$ cat src/rtl/unidade_busca_pkg.sv
// Shared types for the instruction fetch unit: FSM states, default PC width
// and the instruction word.
package unidade_busca_pkg;
    localparam int LARG_PC    = 6;
    localparam int LARG_INSTR = 16;

    typedef logic [LARG_INSTR-1:0] palavra_t;

    typedef enum logic [1:0] {
        OCIOSO   = 2'd0,
        BUSCANDO = 2'd1,
        CHEIO    = 2'd2
    } estado_t;
endpackage

$ cat src/rtl/unidade_busca_if.sv
// Memory read port and decoder handshake of the fetch unit; master is the fetch side.
interface unidade_busca_if #(
    parameter int LARG_PC = unidade_busca_pkg::LARG_PC
);
    import unidade_busca_pkg::*;

    logic [LARG_PC-1:0] mem_end;
    logic               mem_req;
    palavra_t           mem_dado;
    logic               instr_valida;
    logic               instr_pronta;
    palavra_t           instrucao;
    logic [LARG_PC-1:0] instr_pc;

    modport master (
        output mem_end, mem_req, instr_valida, instrucao, instr_pc,
        input  mem_dado, instr_pronta
    );

    modport slave (
        input  mem_end, mem_req, instr_valida, instrucao, instr_pc,
        output mem_dado, instr_pronta
    );
endinterface

$ cat src/rtl/fila_instrucao.sv
// Circular instruction buffer with flush; the head reads as zero while empty so
// stale entries never reach the decoder.
module fila_instrucao #(
    parameter int PROFUNDIDADE = 2,
    parameter int LARGURA      = 22,
    parameter int LARG_CONT    = $clog2(PROFUNDIDADE + 1)
) (
    input  logic                 clock,
    input  logic                 reset,
    input  logic                 push,
    input  logic                 pop,
    input  logic                 flush,
    input  logic [LARGURA-1:0]   dado,
    output logic [LARGURA-1:0]   cabeca,
    output logic [LARG_CONT-1:0] contagem
);
    localparam int LARG_PTR = (PROFUNDIDADE > 1) ? $clog2(PROFUNDIDADE) : 1;
    localparam logic [LARG_PTR-1:0]  PTR_ULTIMO = LARG_PTR'(PROFUNDIDADE - 1);
    localparam logic [LARG_CONT-1:0] CONT_CHEIA = LARG_CONT'(PROFUNDIDADE);

    logic [LARGURA-1:0]  entradas [PROFUNDIDADE];
    logic [LARG_PTR-1:0] ptr_leitura, ptr_escrita;
    logic                le, escreve;

    function automatic logic [LARG_PTR-1:0] avanca(input logic [LARG_PTR-1:0] p);
        return (p == PTR_ULTIMO) ? '0 : p + LARG_PTR'(1);
    endfunction

    assign le      = pop && (contagem != '0);
    assign escreve = push && ((contagem != CONT_CHEIA) || le);

    always_ff @(posedge clock or negedge reset) begin
        if (!reset) begin
            ptr_leitura <= '0;
            ptr_escrita <= '0;
            contagem    <= '0;
        end else if (flush) begin
            ptr_leitura <= '0;
            ptr_escrita <= '0;
            contagem    <= '0;
        end else begin
            if (escreve) ptr_escrita <= avanca(ptr_escrita);
            if (le)      ptr_leitura <= avanca(ptr_leitura);
            case ({escreve, le})
                2'b10:   contagem <= contagem + LARG_CONT'(1);
                2'b01:   contagem <= contagem - LARG_CONT'(1);
                default: ;
            endcase
        end
    end

    always_ff @(posedge clock) begin
        if (escreve && !flush) entradas[ptr_escrita] <= dado;
    end

    assign cabeca = (contagem != '0) ? entradas[ptr_leitura] : '0;
endmodule

$ cat src/rtl/unidade_busca.sv
// Instruction fetch unit: sequential PC reads with credit flow control, tagged
// responses buffered for the decoder, redirect flushes everything in flight.
// state    | meaning
// OCIOSO   | fetch disabled, no requests
// BUSCANDO | issuing requests while credit remains
// CHEIO    | buffer plus in-flight request occupy every entry
module unidade_busca #(
    parameter int LARG_PC      = unidade_busca_pkg::LARG_PC,
    parameter int PROFUNDIDADE = 2
) (
    input  logic               clock,
    input  logic               reset,
    input  logic               habilita,
    input  logic               desvio_valido,
    input  logic [LARG_PC-1:0] desvio_alvo,
    output logic [1:0]         ocupacao,
    unidade_busca_if.master    barramento
);
    import unidade_busca_pkg::*;

    localparam int LARG_CONT    = $clog2(PROFUNDIDADE + 1);
    localparam int LARG_ENTRADA = LARG_INSTR + LARG_PC;

    estado_t                 estado, estado_prox;
    logic [LARG_PC-1:0]      pc_busca, tag_voo;
    logic                    em_voo, credito, pop, push, req;
    logic [LARG_CONT-1:0]    contagem;
    logic [LARG_ENTRADA-1:0] cabeca;

    assign pop     = barramento.instr_valida && barramento.instr_pronta;
    // A response landing during a redirect belongs to the old path.
    assign push    = em_voo && !desvio_valido;
    assign credito = (int'(contagem) + int'(em_voo) - int'(pop)) < PROFUNDIDADE;

    always_ff @(posedge clock or negedge reset) begin
        if (!reset) begin
            pc_busca <= '0;
            tag_voo  <= '0;
            em_voo   <= 1'b0;
        end else begin
            em_voo  <= req;
            tag_voo <= pc_busca;
            if (desvio_valido) pc_busca <= desvio_alvo;
            else if (req)      pc_busca <= pc_busca + LARG_PC'(1);
        end
    end

    always_ff @(posedge clock or negedge reset) begin
        if (!reset) estado <= OCIOSO;
        else        estado <= estado_prox;
    end

    always_comb begin
        estado_prox = estado;
        if (!habilita) begin
            estado_prox = OCIOSO;
        end else if (desvio_valido) begin
            estado_prox = BUSCANDO;
        end else begin
            case (estado)
                OCIOSO:   estado_prox = BUSCANDO;
                BUSCANDO: if (!credito) estado_prox = CHEIO;
                CHEIO:    if (credito)  estado_prox = BUSCANDO;
                default:  estado_prox = OCIOSO;
            endcase
        end
    end

    // Gating on the registered state keeps mem_req low throughout reset.
    always_comb begin
        req = 1'b0;
        if ((estado != OCIOSO) && habilita && !desvio_valido && credito) req = 1'b1;
    end

    fila_instrucao #(
        .PROFUNDIDADE (PROFUNDIDADE),
        .LARGURA      (LARG_ENTRADA),
        .LARG_CONT    (LARG_CONT)
    ) u_fila (
        .clock    (clock),
        .reset    (reset),
        .push     (push),
        .pop      (pop),
        .flush    (desvio_valido),
        .dado     ({tag_voo, barramento.mem_dado}),
        .cabeca   (cabeca),
        .contagem (contagem)
    );

    assign barramento.mem_req      = req;
    assign barramento.mem_end      = pc_busca;
    assign barramento.instr_valida = (contagem != '0);
    assign {barramento.instr_pc, barramento.instrucao} = cabeca;
    assign ocupacao = 2'(contagem);
endmodule
$ cat src/flat_wrapper.sv
// flat-port wrapper written by rule: the top's interface ports become plain ports
module unidade_busca_flat import unidade_busca_pkg::*;
#(
    parameter int LARG_PC      = unidade_busca_pkg::LARG_PC,
    parameter int PROFUNDIDADE = 2
)
  (clock, reset, habilita, desvio_valido, desvio_alvo, ocupacao, barramento_mem_end, barramento_mem_req, barramento_instr_valida, barramento_instrucao, barramento_instr_pc, barramento_mem_dado, barramento_instr_pronta);
  unidade_busca_if #(.LARG_PC(LARG_PC)) barramento_i ();
  input  logic clock;
  input  logic reset;
  input  logic habilita;
  input  logic desvio_valido;
  input  logic [LARG_PC-1:0] desvio_alvo;
  output logic [1:0] ocupacao;
  output wire logic [$bits(barramento_i.mem_end)-1:0] barramento_mem_end;
  output wire logic [$bits(barramento_i.mem_req)-1:0] barramento_mem_req;
  output wire logic [$bits(barramento_i.instr_valida)-1:0] barramento_instr_valida;
  output wire logic [$bits(barramento_i.instrucao)-1:0] barramento_instrucao;
  output wire logic [$bits(barramento_i.instr_pc)-1:0] barramento_instr_pc;
  input wire logic [$bits(barramento_i.mem_dado)-1:0] barramento_mem_dado;
  input wire logic [$bits(barramento_i.instr_pronta)-1:0] barramento_instr_pronta;
  assign barramento_mem_end = barramento_i.mem_end;
  assign barramento_mem_req = barramento_i.mem_req;
  assign barramento_instr_valida = barramento_i.instr_valida;
  assign barramento_instrucao = barramento_i.instrucao;
  assign barramento_instr_pc = barramento_i.instr_pc;
  assign barramento_i.mem_dado = barramento_mem_dado;
  assign barramento_i.instr_pronta = barramento_instr_pronta;
  unidade_busca #(.LARG_PC(LARG_PC), .PROFUNDIDADE(PROFUNDIDADE)) u_core (.clock(clock), .reset(reset), .habilita(habilita), .desvio_valido(desvio_valido), .desvio_alvo(desvio_alvo), .ocupacao(ocupacao), .barramento(barramento_i));
endmodule
$ cat config.mk
export PLATFORM = sky130hd
export DESIGN_NAME = unidade_busca_flat
export DESIGN_NICKNAME = d
export VERILOG_FILES = /design/src/rtl/unidade_busca_pkg.sv /design/src/rtl/unidade_busca_if.sv /design/src/rtl/fila_instrucao.sv /design/src/rtl/unidade_busca.sv /design/src/flat_wrapper.sv
export SDC_FILE = /design/constraint.sdc
export NUM_CORES = 1
export LEC_CHECK = 0
export BUFFER_PORTS_ARGS = -buffer_cell sky130_fd_sc_hd__clkbuf_2
export CORE_MARGIN = 2
export CORE_UTILIZATION = 48
export DETAILED_ROUTE_END_ITERATION = 8
export PLACE_DENSITY = 0.75
export RECOVER_POWER = 25
export SLEW_MARGIN = 10
export SYNTH_ARGS = -nofsm -noshare
export SYNTH_HDL_FRONTEND = slang
export SYNTH_SLANG_ARGS = --single-unit
$ cat constraint.sdc
create_clock -name clock -period 2.75 [get_ports clock]
set_clock_uncertainty 0.15 [all_clocks]
set_input_delay 0.55 -clock clock [delete_from_list [all_inputs] [get_ports clock]]
set_output_delay 0.55 -clock clock [all_outputs]
set_load 0.01 [all_outputs]
After elaboration in Yosys (flattened, before gate mapping)
Memory sizes are Yosys's and may differ from the RTL's.
Index checks and enable logic that the tools add are counted.
- register bits: 19
- RAM bits: 44
- output and inout bits: 32
- word-level logic and storage cells: 60
- memories kept: 1
- memories (name ; depth ; bits a word ; rd ports ; clocked after memory_dff ; wr ports ; line ; RTL):
    u_core.u_fila.entradas ; 2 ; 22 ; 1 ; 0 ; 1 ; fila_instrucao.sv:21 ; logic [LARGURA-1:0] entradas [PROFUNDIDADE];
- add/sub/neg operators: 7
- order comparisons: 1
- eq/ne operators: 7
- multiplexer cells: 19
- reductions and logical operators: 18
- operators by type and width (kind ; number):
    $lt 32x3->1 const B ; 1
    $sub 32x2->32 ; 1
    $mux 22 ; 1
    $mux 6 ; 2
    $mux 2 ; 5
    $reduce_bool 2->1 ; 5
    $mux 1 ; 9
    $logic_and 1x1->1 ; 8
    $add 6x1->6 const B ; 1
    $pmux 2 s3 ; 1
    $eq 2x1->1 const B ; 2
    $eq 2x2->1 const B ; 2
    $ne 4x3->1 const B ; 1
    $ne 4x4->1 const B ; 1
    $pmux 2 s2 ; 1
    $add 2x1->3 ; 1
    $reduce_bool 3->1 ; 1
    $add 1x1->1 const B ; 2
    $add 2x1->2 const B ; 1
    $logic_not 2->1 ; 1
    $ne 2x2->1 const B ; 1
    $reduce_and 2->1 ; 1
    $sub 2x1->2 const B ; 1
    $logic_not 1->1 ; 1
    $logic_or 1x1->1 ; 1

Depth between registers and ports, before layout
- depth in word-level cells: 8
- depth in mapped cells: 11
- depth with buffers taken out: 11

Hierarchy
Synthesis repeated with hierarchy kept, for this count alone.
- cell total of the unflattened synthesis: 186
- area, all modules: 2640.0 um^2
- by module, submodules not included (module ; instances ; cells an instance ; area each (um^2) ; sequential area each (um^2)):
    fila_instrucao ; 1 ; 120 ; 1913.1 ; 1421.4
    unidade_busca ; 1 ; 66 ; 726.9 ; 375.4

Least setup slack after synthesis
Ideal clock, no wire load.
- path type: reg-to-reg
- start point: register u_core.u_fila.contagem[0]
- end point: memory u_core.u_fila.entradas[1][0], enable pin
- setup time: 0.433 ns
- arrival: 2.455 ns
- required time: 2.167 ns
- slack: -0.288 ns
- stages on the path, launching flop included: 4
- buffers on the path: 0
- path through: dfrtp_1 > nand2b_1 > o21ai_1 > nor3b_1
- longest elaborated chain between the ends: 8
- ends and longest elaborated chain (element ; line ; RTL):
    start, declared ; fila_instrucao.sv:15 ; output logic [LARG_CONT-1:0] contagem
    start signal, assigned ; fila_instrucao.sv:45 ; 2'b10: contagem <= contagem + LARG_CONT'(1);
    start signal, assigned ; fila_instrucao.sv:46 ; 2'b01: contagem <= contagem - LARG_CONT'(1);
    $reduce_bool 2->1 ; fila_instrucao.sv:29, unidade_busca.sv:92 ;
    $logic_and 1x1->1 ; unidade_busca.sv:30 ; assign pop = barramento.instr_valida && barramento.instr_pronta;
    $logic_and 1x1->1 ; fila_instrucao.sv:29 ; assign le = pop && (contagem != '0);
    $logic_or 1x1->1 (*) ; fila_instrucao.sv:30 ; assign escreve = push && ((contagem != CONT_CHEIA) || le);
    $logic_and 1x1->1 (*) ; fila_instrucao.sv:30 ;
    $logic_and 1x1->1 (*) ; fila_instrucao.sv:53 ; if (escreve && !flush) entradas[ptr_escrita] <= dado;
    $mux 1 (*) ; fila_instrucao.sv:53 ;
    $mux 1 (implied by the code) (*) ; fila_instrucao.sv:53 ;
    end, declared ; fila_instrucao.sv:21 ;
Every way passes the cells marked *; elsewhere a longest branch is shown, timed or not.

Worst setup path after layout
- start point: register u_core.u_fila.contagem[0]
- end point: output port barramento_mem_req
- longest elaborated chain between the ends: 6
- ends and longest elaborated chain (element ; line ; RTL):
    branches (longest 2 deep; another with $add 2x1->3) ; n/a ;
    $sub 32x2->32 (*) ; unidade_busca.sv:33 ; assign credito = (int'(contagem) + int'(em_voo) - int'(pop)) < PROFUNDIDADE;
    $lt 32x3->1 (*) ; unidade_busca.sv:33 ;
    $logic_and 1x1->1 (*) ; unidade_busca.sv:72 ; if ((estado != OCIOSO) && habilita && !desvio_valido && credito) req = 1'b1;
    $mux 1 (*) ; unidade_busca.sv:72 ;
    end, declared ; flat_wrapper.sv:16 ; output wire logic [$bits(barramento_i.mem_req)-1:0] barramento_mem_req;
Mark *: on every way between the ends.

==> impl_results.md <==
* Worst setup SP type: flip-flop
* CP Class: flip-flop to output port
* Core area at 5410 sq um
* Global-route wire length before repair at ~7700 microns
* Hold Vio Cnt, Final at 0
* Crit-path max cell delay at a little over 0.4 ns
* Post-Synth XOR/XNOR Area at just under 2%
* Minimum clock period at 2.79 ns
* Pin count of the biggest net entering global routing at 24
* Worst-path clk slew at roughly 0.07 ns
* Setup crit end kind: output port
* DIE HEIGHT at 78.4 microns
* Final TNS setup at -0.0448 ns
* Worst r2r src: u_core.u_fila.contagem[0]
* Die width at between 70 and 80 microns
* LEAKAGE at roughly 1.4 nW
* RSZ-0062 raised after global routing: yes
* First DRT Iteration DRCs at 75
* Most common flop cell mapped by yosys: edfxtp_1
* Vias per cell at 4.87
* Area leader, netlist: edfxtp_1
* Slew HR at 31.5%
* Per-cell routed wire length at ~13 microns
* Post-synthesis mux area share at around 8.7%
* Overall routed net length at 4560 microns
* Pwr dens at 587 nW/um^2
* Clock sink count at between 60 and 70
* Post-synth EDFFs at 44
* Proportion of layout cells with a drive suffix above 1 at 36.6%
* Status: finished, violations left
* Initial standard-cell utilization of the core at 49.1%
* Post-Syn Instances at 193
* Max cap viols at 0
* GPL Wtd Cong at slightly below 0.8
* Synth Warn # at 0
* FP Rows at 27
* Final setup viols at 1
* Failing checks: negative setup slack
* Worst Path Max Fanout at 2
* Hold_buf cts at 0
* Total CTS buffers at 9
* WP buf/inv at 4
* Net count after synthesis at 228
* Top-area cell type share of the netlist area at 49.8%
* Port bufs at 58
* Crit share post-route at 102%
* Cell with the most instances after synthesis: edfxtp_1
* Area Overhead vs Synth at 30.6%
* Gr usage total at 16.8%
* Initial antenna violation count at 0
* # H-tree levels at 3
* CP required at 2.05 ns
* Worst r2r dst: u_core.barramento.mem_end[3]
* Post-synth cell types at 30
* Post-place setup slack at 0.0502 ns
* # nets final at around 310
* Top post-synthesis cells by area: edfxtp_1, dfrtp_1, mux2i_1, nor2_1, ha_1
* Final Slew Violations at 0
* Fmax at between 300 and 400 MHz
* Seq/Total Area, Yosys at 67.7%
* Vias in the first global route at 1650
* Post-DP HPWL at 2880 microns
* Slew @ Worst Pin at 1.03 ns
* Multi-input combinational cell area at 906 sq um
* Worst setup margin at -0.0448 ns
* Syn_area_per_cell at 13.8 sq um
* Most common cell on crit path: ha_4
* Worst EP arrival at 2.09 ns
* Synth async-reset ratio at 30.2%
* Adder-Cell Fraction of Synth Area at under 10%
* VDD IR max at 0.361 mV
* Initial DRT Pass Iterations at 4
* CP delay by family, top: adder cells
* Final Hold Slack at 0.229 ns
* Cell Area, Synth at 2650 sq um
* Post-synthesis compound-gate area fraction at 5.56%
* Grt ovf at 0
* Final design area excluding fillers at 3470 sq um
* Clock Path Buffers at 2
* Die ar. at 6140 sq um
* Crit-path cells: ha_4 -> inv_4 -> ha_4 -> inv_2 -> ha_4 -> ha_4 -> nor2b_4 -> o221a_4 -> nand2_4 -> inv_4 -> buf_6
* Total number of vias at approximately 1700
* CTS tree: done
* Reg2reg setup slack at around 0.37 ns
* Main combinational cell family by area after synthesis: simple AND/OR/NAND/NOR gates
* Yosys reg bits at between 60 and 70
* Simple logic cell fraction of the synthesized area at 9.95%
* Worst-Skew Late Latency at 0.33 ns
* Worst reg-to-reg path cell count at 13
* Register area at 1800 sq um
* I/O pins at slightly below 60
* Clock Tree Root: clkbuf_8
* Fill cell count at 408
* Synth top cells by count: edfxtp_1, nor2_1, mux2i_1
* Hold Crit Class: input pin to async pin
* Drc violations at 0
* Placed instance area at 3120 sq um
* CP max-delay cell: dfrtp_1
* Inserted Diodes at 0
* Routed Antenna Nets at 0
cells in the final DEF (no fill, tap or decap), drive strengths merged:
master    netlist  final
o21ai          10     10
nor2           31     31
xor2            6      6
o221ai          1      1
nand2b          1      1
edfxtp         44     44
ha              7      7
clkinv          0      2
inv             7      7
and3            2      2
a22oi           2      2
a2111oi         1      1
a21oi           5      5
nand2          11     11
bufinv          0      1
dfrtp          19     19
nand3           5      5
buf             2     20
mux2i          23     23
o211ai          1      1
nor3b           1      1
clkbuf          5     67
o221a           1      1
nor3            2      2
fa              1      1
clkinvlp        0      3
nand3b          1      1
nor2b           3      3
or3             1      1
per-stage QoR:
stage / power, mW / std cells / utilization (%)
floorplan: 1.18 / 193 / -
global placement: 1.25 / 328 / 57.7
detailed placement: 1.25 / 328 / 57.7
CTS: 2.06 / 350 / 63.9
global route: 2.11 / 351 / 64.1
finish: 2.03 / 351 / 64.1
sequential cells by signal, summed over array words and instances (netlist names):
name and flops:
u_core.u_fila.ptr_escrita 1, u_core.em_voo 1, u_core.barramento.mem_end 6, u_core.u_fila.entradas 44
u_core.tag_voo 6, u_core.u_fila.ptr_leitura 1, u_core.estado 2, u_core.u_fila.contagem 2
layout make-up:
type / count / share of cell area (%)
clock inverter: 6 / 2.02
sequential: 63 / 51.9
inverter: 7 / 0.902
timing repair buffer: 77 / 12.5
tap: 72 / 2.60
clock buffer: 10 / 3.97
multi-input combinational: 116 / 26.1
kinds of logic after synthesis:
logic type	Yosys count
flip-flops	63
XOR/XNOR	6
multiplexers	23
AO/OA/AOI/OAI	21
adder cells (fa/ha/maj)	8
AND/OR/NAND/NOR	58
buffers and inverters	14
how the worst max path moves through the flow:
| stage | start | end | slack, ns | cells past startpoint |
|---|---|---|---|---|
| global route | u_core.u_fila.contagem[0] | barramento_mem_req | -0.14 | 11 |
| global placement | barramento_instr_pronta | barramento_mem_req | 0.11 | 10 |
| detailed placement | barramento_instr_pronta | barramento_mem_req | 0.05 | 10 |
| CTS | u_core.u_fila.contagem[0] | barramento_mem_req | -0.06 | 11 |
| floorplan | u_core.u_fila.contagem[0] | barramento_mem_req | 0.02 | 10 |
| finish | u_core.u_fila.contagem[0] | barramento_mem_req | -0.04 | 11 |
where the power goes:
group          switching, mW  internal (mW)  total, mW
clock network          0.348          0.445      0.793
logic                 0.0861         0.0734      0.159
registers             0.0261           1.06       1.08
layer usage:
| metal | track usage [%] | vias to the layer above | part of all wire, % |
|---|---|---|---|
| met5 | 0 | - | 0 |
| met4 | 9.12 | 0 | 1.9 |
| met3 | 3.79 | 8 | 5.5 |
| met2 | 27.2 | 46 | 49 |
| met1 | 21.0 | 804 | 43 |
| li1 | - | 852 | - |
timing repair:
action	in CTS	in global routing
pin swaps	6	5
gates resized for setup	17	5
buffers inserted	6	1
setup endpoints to repair	1	1
Note: power is estimated with default switching activity, not from simulation.
